===== src/rtl/mult_pkg.sv =====
// Shared types and helpers for the sequential shift-and-add multiplier.
package mult_pkg;

  typedef enum logic {
    IDLE = 1'b0,
    RUN  = 1'b1
  } state_t;

  // Width of the down-counter that must hold the value WIDTH.
  function automatic int cnt_w(input int width);
    return $clog2(width + 1);
  endfunction

endpackage


===== src/rtl/mult_shift_add_dp.sv =====
// Datapath for the shift-and-add multiplier: shifted multiplicand (ra),
// remaining multiplier bits (rb), accumulator (acc) and step counter (cnt).
// load captures operands; step retires one multiplier bit.
module mult_shift_add_dp #(
  parameter int WIDTH = 8
) (
  input  logic               clk,
  input  logic               rst_n,
  input  logic               load,
  input  logic               step,
  input  logic [WIDTH-1:0]   a,
  input  logic [WIDTH-1:0]   b,
  output logic [2*WIDTH-1:0] acc_next,
  output logic               last,
  output logic               rb_hi_zero
);
  import mult_pkg::*;

  localparam int            CW       = cnt_w(WIDTH);
  localparam logic [CW-1:0] CNT_INIT = CW'(WIDTH);

  logic [2*WIDTH-1:0] ra;
  logic [2*WIDTH-1:0] acc;
  logic [WIDTH-1:0]   rb;
  logic [CW-1:0]      cnt;

  // Accumulator value after the current step; acc and ra are 2*WIDTH wide so
  // the sum can never overflow.
  assign acc_next   = rb[0] ? (acc + ra) : acc;
  assign last       = (cnt == CW'(1));
  assign rb_hi_zero = (rb[WIDTH-1:1] == '0);

  // Operand capture on load, one shift-and-add iteration per step.
  always_ff @(posedge clk or negedge rst_n) begin
    // NOTE: these are individual flops, not a RAM, so clearing them on reset
    // is free and keeps the internal state fully known after rst_n.
    if (!rst_n) begin
      ra  <= '0;
      rb  <= '0;
      acc <= '0;
      cnt <= '0;
    end else if (load) begin
      // NOTE: non-blocking assignments, so every register samples pre-edge values.
      ra  <= {{WIDTH{1'b0}}, a};
      rb  <= b;
      acc <= '0;
      cnt <= CNT_INIT;
    end else if (step) begin
      acc <= acc_next;
      ra  <= ra << 1;
      rb  <= rb >> 1;
      cnt <= cnt - CW'(1);
    end
  end

endmodule


===== src/rtl/seq_shift_add_multiplier.sv =====
// Sequential unsigned WIDTH x WIDTH multiplier, one multiplier bit per clock.
// Handshake: start (IDLE only), abort (RUN only), busy, one-cycle done pulse.
// Optional macro MULT_EARLY_EXIT_EN: finish as soon as no set multiplier bits
// remain above the one being retired, so latency follows the msb of b.
module seq_shift_add_multiplier #(
  parameter int WIDTH = 8
) (
  input  logic               clk,
  input  logic               rst_n,
  input  logic               start,
  input  logic               abort,
  input  logic [WIDTH-1:0]   a,
  input  logic [WIDTH-1:0]   b,
  output logic               busy,
  output logic               done,
  output logic [2*WIDTH-1:0] product
);
  import mult_pkg::*;

  state_t             state, state_nxt;
  logic               load, step, finish, end_now;
  logic               last, rb_hi_zero;
  logic [2*WIDTH-1:0] acc_next;

  mult_shift_add_dp #(
    .WIDTH (WIDTH)
  ) u_dp (
    .clk        (clk),
    .rst_n      (rst_n),
    .load       (load),
    .step       (step),
    .a          (a),
    .b          (b),
    .acc_next   (acc_next),
    .last       (last),
    .rb_hi_zero (rb_hi_zero)
  );

`ifdef MULT_EARLY_EXIT_EN
  assign end_now = last | rb_hi_zero;
`else
  assign end_now = last;
  logic unused_rb_hi_zero;
  assign unused_rb_hi_zero = rb_hi_zero;
`endif

  assign busy = (state == RUN);

  // Next-state and datapath control; abort outranks both start and finish.
  always_comb begin
    // NOTE: every output gets a default first, so no path can infer a latch.
    state_nxt = state;
    load      = 1'b0;
    step      = 1'b0;
    finish    = 1'b0;
    unique case (state)
      IDLE: begin
        if (start && !abort) begin
          load      = 1'b1;
          state_nxt = RUN;
        end
      end
      RUN: begin
        if (abort) begin
          state_nxt = IDLE;
        end else begin
          step = 1'b1;
          if (end_now) begin
            finish    = 1'b1;
            state_nxt = IDLE;
          end
        end
      end
    endcase
  end

  // State register.
  always_ff @(posedge clk or negedge rst_n) begin
    if (!rst_n) state <= IDLE;
    else        state <= state_nxt;
  end

  // Completion pulse and held result; product only moves on a real finish.
  always_ff @(posedge clk or negedge rst_n) begin
    if (!rst_n) begin
      done    <= 1'b0;
      product <= '0;
    end else begin
      done <= finish;
      if (finish) product <= acc_next;
    end
  end

endmodule

===== config.mk =====
export PLATFORM = sky130hd
export DESIGN_NAME = seq_shift_add_multiplier
export DESIGN_NICKNAME = d
export VERILOG_FILES = /design/src/rtl/mult_pkg.sv /design/src/rtl/mult_shift_add_dp.sv /design/src/rtl/seq_shift_add_multiplier.sv
export SDC_FILE = /design/constraint.sdc
export NUM_CORES = 1
export LEC_CHECK = 0
export BUFFER_PORTS_ARGS = -buffer_cell sky130_fd_sc_hd__buf_2
export CAP_MARGIN = 40
export CORE_AREA = 3 3 86 88
export DETAILED_ROUTE_END_ITERATION = 8
export DIE_AREA = 0 0 89 91
export GPL_TIMING_DRIVEN = 0
export PLACE_DENSITY = 0.7
export SYNTH_ARGS = -nofsm -noshare
export SYNTH_HDL_FRONTEND = slang
export SYNTH_SLANG_ARGS = --single-unit

===== constraint.sdc =====
create_clock -name clk -period 2.95 [get_ports clk]
set_input_delay 0.4425 -clock clk [delete_from_list [all_inputs] [get_ports clk]]
set_output_delay 0.4425 -clock clk [all_outputs]
set_load 0.05 [all_outputs]

After elaboration in Yosys (flattened, before gate mapping)

Cells that the tools add are included.

Mux-type cells: 19
Reduce and logical (&&, ||, !) cells: 3
Bitwise logic cells: 1
Add/sub/neg operators: 2
Equal/unequal tests: 1

Operators by type and width:

| cell                                              | number |
|---|---|
| two-way mux 16 bit                                | 5 |
| adder 16 bit                                      | 1 |
| two-way mux 8 bit                                 | 2 |
| two-way mux 1 bit                                 | 9 |
| two-way mux 4 bit                                 | 2 |
| == test 4 x 1 -> 1 bit (second input constant)    | 1 |
| subtractor 4 x 1 -> 4 bit (second input constant) | 1 |
| one-hot mux 1 bit (2 select lines)                | 1 |
| nonzero test 2 bit                                | 1 |
| logical AND 1 bit                                 | 1 |
| logical NOT 1 bit                                 | 1 |
| NOT 1 bit                                         | 1 |

Input port bits: 20
Bits in registers: 62
Logic and storage cells: 33

Depth between registers and ports, before layout

Word-level depth: 5
Gate-level depth with buffers: 11
Gate-level depth less buffers: 11

Hierarchy

A second synthesis with hierarchy kept.

Cells, all modules: 361
Area total of the unflattened synthesis: 3632.2 sq um

By module, submodules not included:

| module                   | times used | area an instance (sq um) | cells each |
|---|---|---|---|
| mult_shift_add_dp        | 1          | 2907.8                   | 320 |
| seq_shift_add_multiplier | 1          | 724.4                    | 41 |

Least setup slack after synthesis

No wires, ideal clock.

Kind: flip-flop to flip-flop
From: reg u_dp.acc[0]
To: reg product[14]
Clock period less this slack: 2554 ps
Data arrival time: 2489 ps
Data required time: 2885 ps
Stages on the path, launching flop included: 12
Slack: 396 ps
Setup time: 65 ps
Cell sequence: dfrtp_1 > ha_1 > fa_1 > a21oi_1 > o22ai_1 > or3_1 > a21oi_2 > o31a_1 > a21oi_2 > xnor2_1 > a211oi_1 > a21o_1

Word-level cells in the longest chain between the ends: 2

RTL lines:

| item                   | line                           | source |
|---|---|---|
| start, declared        | mult_shift_add_dp.sv:23        | `logic [2*WIDTH-1:0] acc;` |
| start signal, assigned | mult_shift_add_dp.sv:49        | `acc <= acc_next;` |
| adder 16 bit           | mult_shift_add_dp.sv:29        | `assign acc_next = rb[0] ? (acc + ra) : acc;` |
| two-way mux 16 bit     | mult_shift_add_dp.sv:29        |  |
| end signal, assigned   | seq_shift_add_multiplier.sv:90 | `if (finish) product <= acc_next;` |
| end, declared          | seq_shift_add_multiplier.sv:16 | `output logic [2*WIDTH-1:0] product` |

Every way passes these cells.
A chain may end at the register's enable or synchronous reset.

Final worst setup path

From: reg u_dp.ra[0]
To: reg product[14]

Word-level cells in the longest chain between the ends: 2

RTL lines:

| item                   | line                    | source |
|---|---|---|
| start, declared        | mult_shift_add_dp.sv:22 | `logic [2*WIDTH-1:0] ra;` |
| start signal, assigned | mult_shift_add_dp.sv:44 | `ra <= {{WIDTH{1'b0}}, a};` |
| start signal, assigned | mult_shift_add_dp.sv:50 | `ra <= ra << 1;` |
| adder 16 bit           | mult_shift_add_dp.sv:29 |  |
| two-way mux 16 bit     | mult_shift_add_dp.sv:29 |  |

Every way passes these cells.

==> reports/results.ini <==
[min_path]
min_path_type=in -> async

[floorplan]
core-area_um2=6719
fp.dieW_um=89
initial_core_util=0.4764
pin_count=38
rows=30
die_area_um2=8099
die_y_um=91

[logic_synthesis]
yosysUniqueCellTypes=38
synthesis.area_um2=3201
yosys_most_used_dff=dfrtp_1
synth-seq-cells=62
syn-num-nets=356
synthTopCellsByArea=dfrtp_1, ha_1, o21ai_0
synthCells=318
synth_top_area_cell=dfrtp_1
async_reset_ff_frac=1.000
ys_seq_area_frac=0.4848
yosysWarnings=0
synth_area_per_cell_um2=10.06
synth_top_area_frac=0.4848
synth-edff-count=0

[drt]
wl_um=7115
drtAntennaViolNets=0
drt_iter0_markers=148
wire_per_inst_um=15.71
vias=2574
drtPass1Iterations=4
viasPerCell=5.682
drc_errors=0

[finish]
antenna-diode-count=0
layout-drive-gt1-share=0.1769
final_cells=453
fillers=610
multi_input_comb_area_um2=1584
nets=406
area.sequential_um2=1551
area_growth_pct=17.36

[sta]
fmax_ghz=0.3560
finalCritPeriodShare=0.9521
rsz0062_at_grt=no
min_period_ps=2809
setup_violations=0
slew_headroom=0.5137
hold_viol=0
slew_viol_final=0
setup-tns-final_ps=0
worst_pin_slew_ps=729.4
fin_skew_ps=5.755

[global_route]
grt_max_degree=33
grt_pass1_wl_um=12160
antenna_found_initial=0
gr-total-overflow=0
grtUsageTotal=0.1930
first_global_vias=2616

[worst_setup_path]
start_kind=register
crit_path_end_kind=register
crit_required_ps=3230
arrival_ps=3090
crit_fanout=4
crit_type=reg -> reg

[power_and_ir_drop]
switching_share=0.3265
p_comb_frac=0.239
clock_power_share=0.333
power_frac_seq=0.427
ir_drop_v=0.0003154
switchingPower_mw=0.7960
p_leak_nw=1.831
power.density_nw_per_um2=649.0
intPower_mw=1.642

[placement]
dpl.hpwl_um=5165
finalWeightedCongestion=0.8208
place.port_buffers=37
placed_cells=436

[clocking]
root_buffer=clkbuf_8
clk_latency_ps=340
cts_tree=yes
htree_levels=3
clk_path_buf_depth=2
cts_buffers=9
clk_pin_slew_ps=70
clock_sinks=62

[run]
maxCapViolCount=0

[status]
status=finished, final reports clean

## power by group through the flow
stage,sequential [mW],combinational (mW),clock (mW)
after global placement,1.05,0.561,0
after detailed placement,1.06,0.580,0
final,1.04,0.583,0.813
after global routing,1.06,0.651,0.868
after floorplan,1.15,0.314,0
after CTS,1.04,0.580,0.828
## registers in the layout (all words and copies together) (netlist names)
signal,count
product,16
u_dp.acc,16
u_dp.cnt,4
u_dp.ra,16
u_dp.rb,8
done,1
busy,1
## layout by cell type (no fill, tap or decap), drive strengths merged
cell	synthesis	layout
o31a	2	2
nand3	2	2
o21bai	2	2
inv	7	7
nor2b	7	7
dfrtp	62	62
nor3b	2	2
clkbuf	13	26
a211oi	3	3
nor2	12	12
buf	3	42
a41oi	1	1
nand3b	1	1
xor2	6	6
or2	1	1
a21bo	1	1
or3	1	1
nand2	45	45
a22o	21	21
a21oi	15	15
mux2	1	1
o21ai	42	42
o21a	4	4
bufinv	0	1
a21o	5	5
nand2b	1	1
fa	1	1
a22oi	15	15
nor3	2	2
mux2i	12	12
nand4	1	1
xnor2	8	8
ha	17	17
clkinv	0	2
a31oi	1	1
o22ai	1	1
## what timing repair did
action / CTS / global route
resized for setup: 0 / 4
hold buffers: 0 / 0
endpoints found under the setup margin: 0 / 1
setup buffers: 0 / 1
## per-stage QoR
stage | util | power [mW] | instance area, um^2 | hold slack [ps] | worst slack, ps
6_report | 0.5590 | 2.438 | 3756 | 149.9 | 141.2
5_1_grt | 0.5590 | 2.575 | 3756 | 211.2 | 9.141
4_1_cts | 0.5544 | 2.450 | 3725 | 171.8 | 30.12
3_5_place_dp | 0.5218 | 1.636 | 3506 | 465.7 | 69.33
3_3_place_gp | 0.5188 | 1.612 | 3486 | 456.8 | 65.00
2_1_floorplan | - | 1.469 | 3201 | 146.9 | 395.7
## final cells by class
type                       count  area share
timing repair buffer          39     0.05663
multi-input combinational    233      0.4217
clock buffer                  13     0.04764
sequential                    62      0.4131
inverter                       7    0.006995
buffer                        16     0.01666
clock inverter                 3     0.01066
tap                           80     0.02665
## cell families after synthesis
group,count (synthesis),synth area share
XOR/XNOR,14,0.03831
adder cells (fa/ha/maj),18,0.07271
buffers and inverters,23,0.02776
AO/OA/AOI/OAI,113,0.2338
multiplexers,13,0.04105
flip-flops,62,0.4848
AND/OR/NAND/NOR,75,0.1016
## worst paths after layout
path	start	endpoint	slack [ps]	depth (start not counted)
max	u_dp.ra[0]	product[14]	140	11
min	rst_n	product[7]	150	1
max reg2reg	u_dp.ra[0]	product[14]	140	11
min reg2reg	product[8]	product[8]	470	2
max in group asynchronous	rst_n	u_dp.ra[0]	2180	2
min in group clk	a[1]	u_dp.ra[1]	380	3
## Yosys cell counts, drive strengths merged (7+ instances only)
master   n
ha      17
nor2b    7
clkbuf  13
nand2   45
dfrtp   62
a22o    21
xnor2    8
a22oi   15
a21oi   15
inv      7
mux2i   12
nor2    12
o21ai   42
## critical path, stage by stage, from the launching register on
cell      delay, ps
dfrtp_1         430
ha_1            240
fa_1            430
a21oi_2         190
o22ai_1         120
or3_1           360
a21oi_4         190
o31a_1          210
a21oi_2          90
xnor2_2         150
a211oi_2        230
a21o_1          100
## routing by layer
| layer | global-route usage | share of wire | routed length [um] | vias up |
|---|---|---|---|---|
| met5 | 0 | 0 | 0 | - |
| met4 | 0.08189 | 0.014 | 99 | 0 |
| met3 | 0.04265 | 0.053 | 374 | 10 |
| met2 | 0.3014 | 0.47 | 3360 | 65 |
| met1 | 0.2560 | 0.46 | 3281 | 1256 |
| li1 | - | - | - | 1243 |
Note: power is estimated with default switching activity, not from simulation.
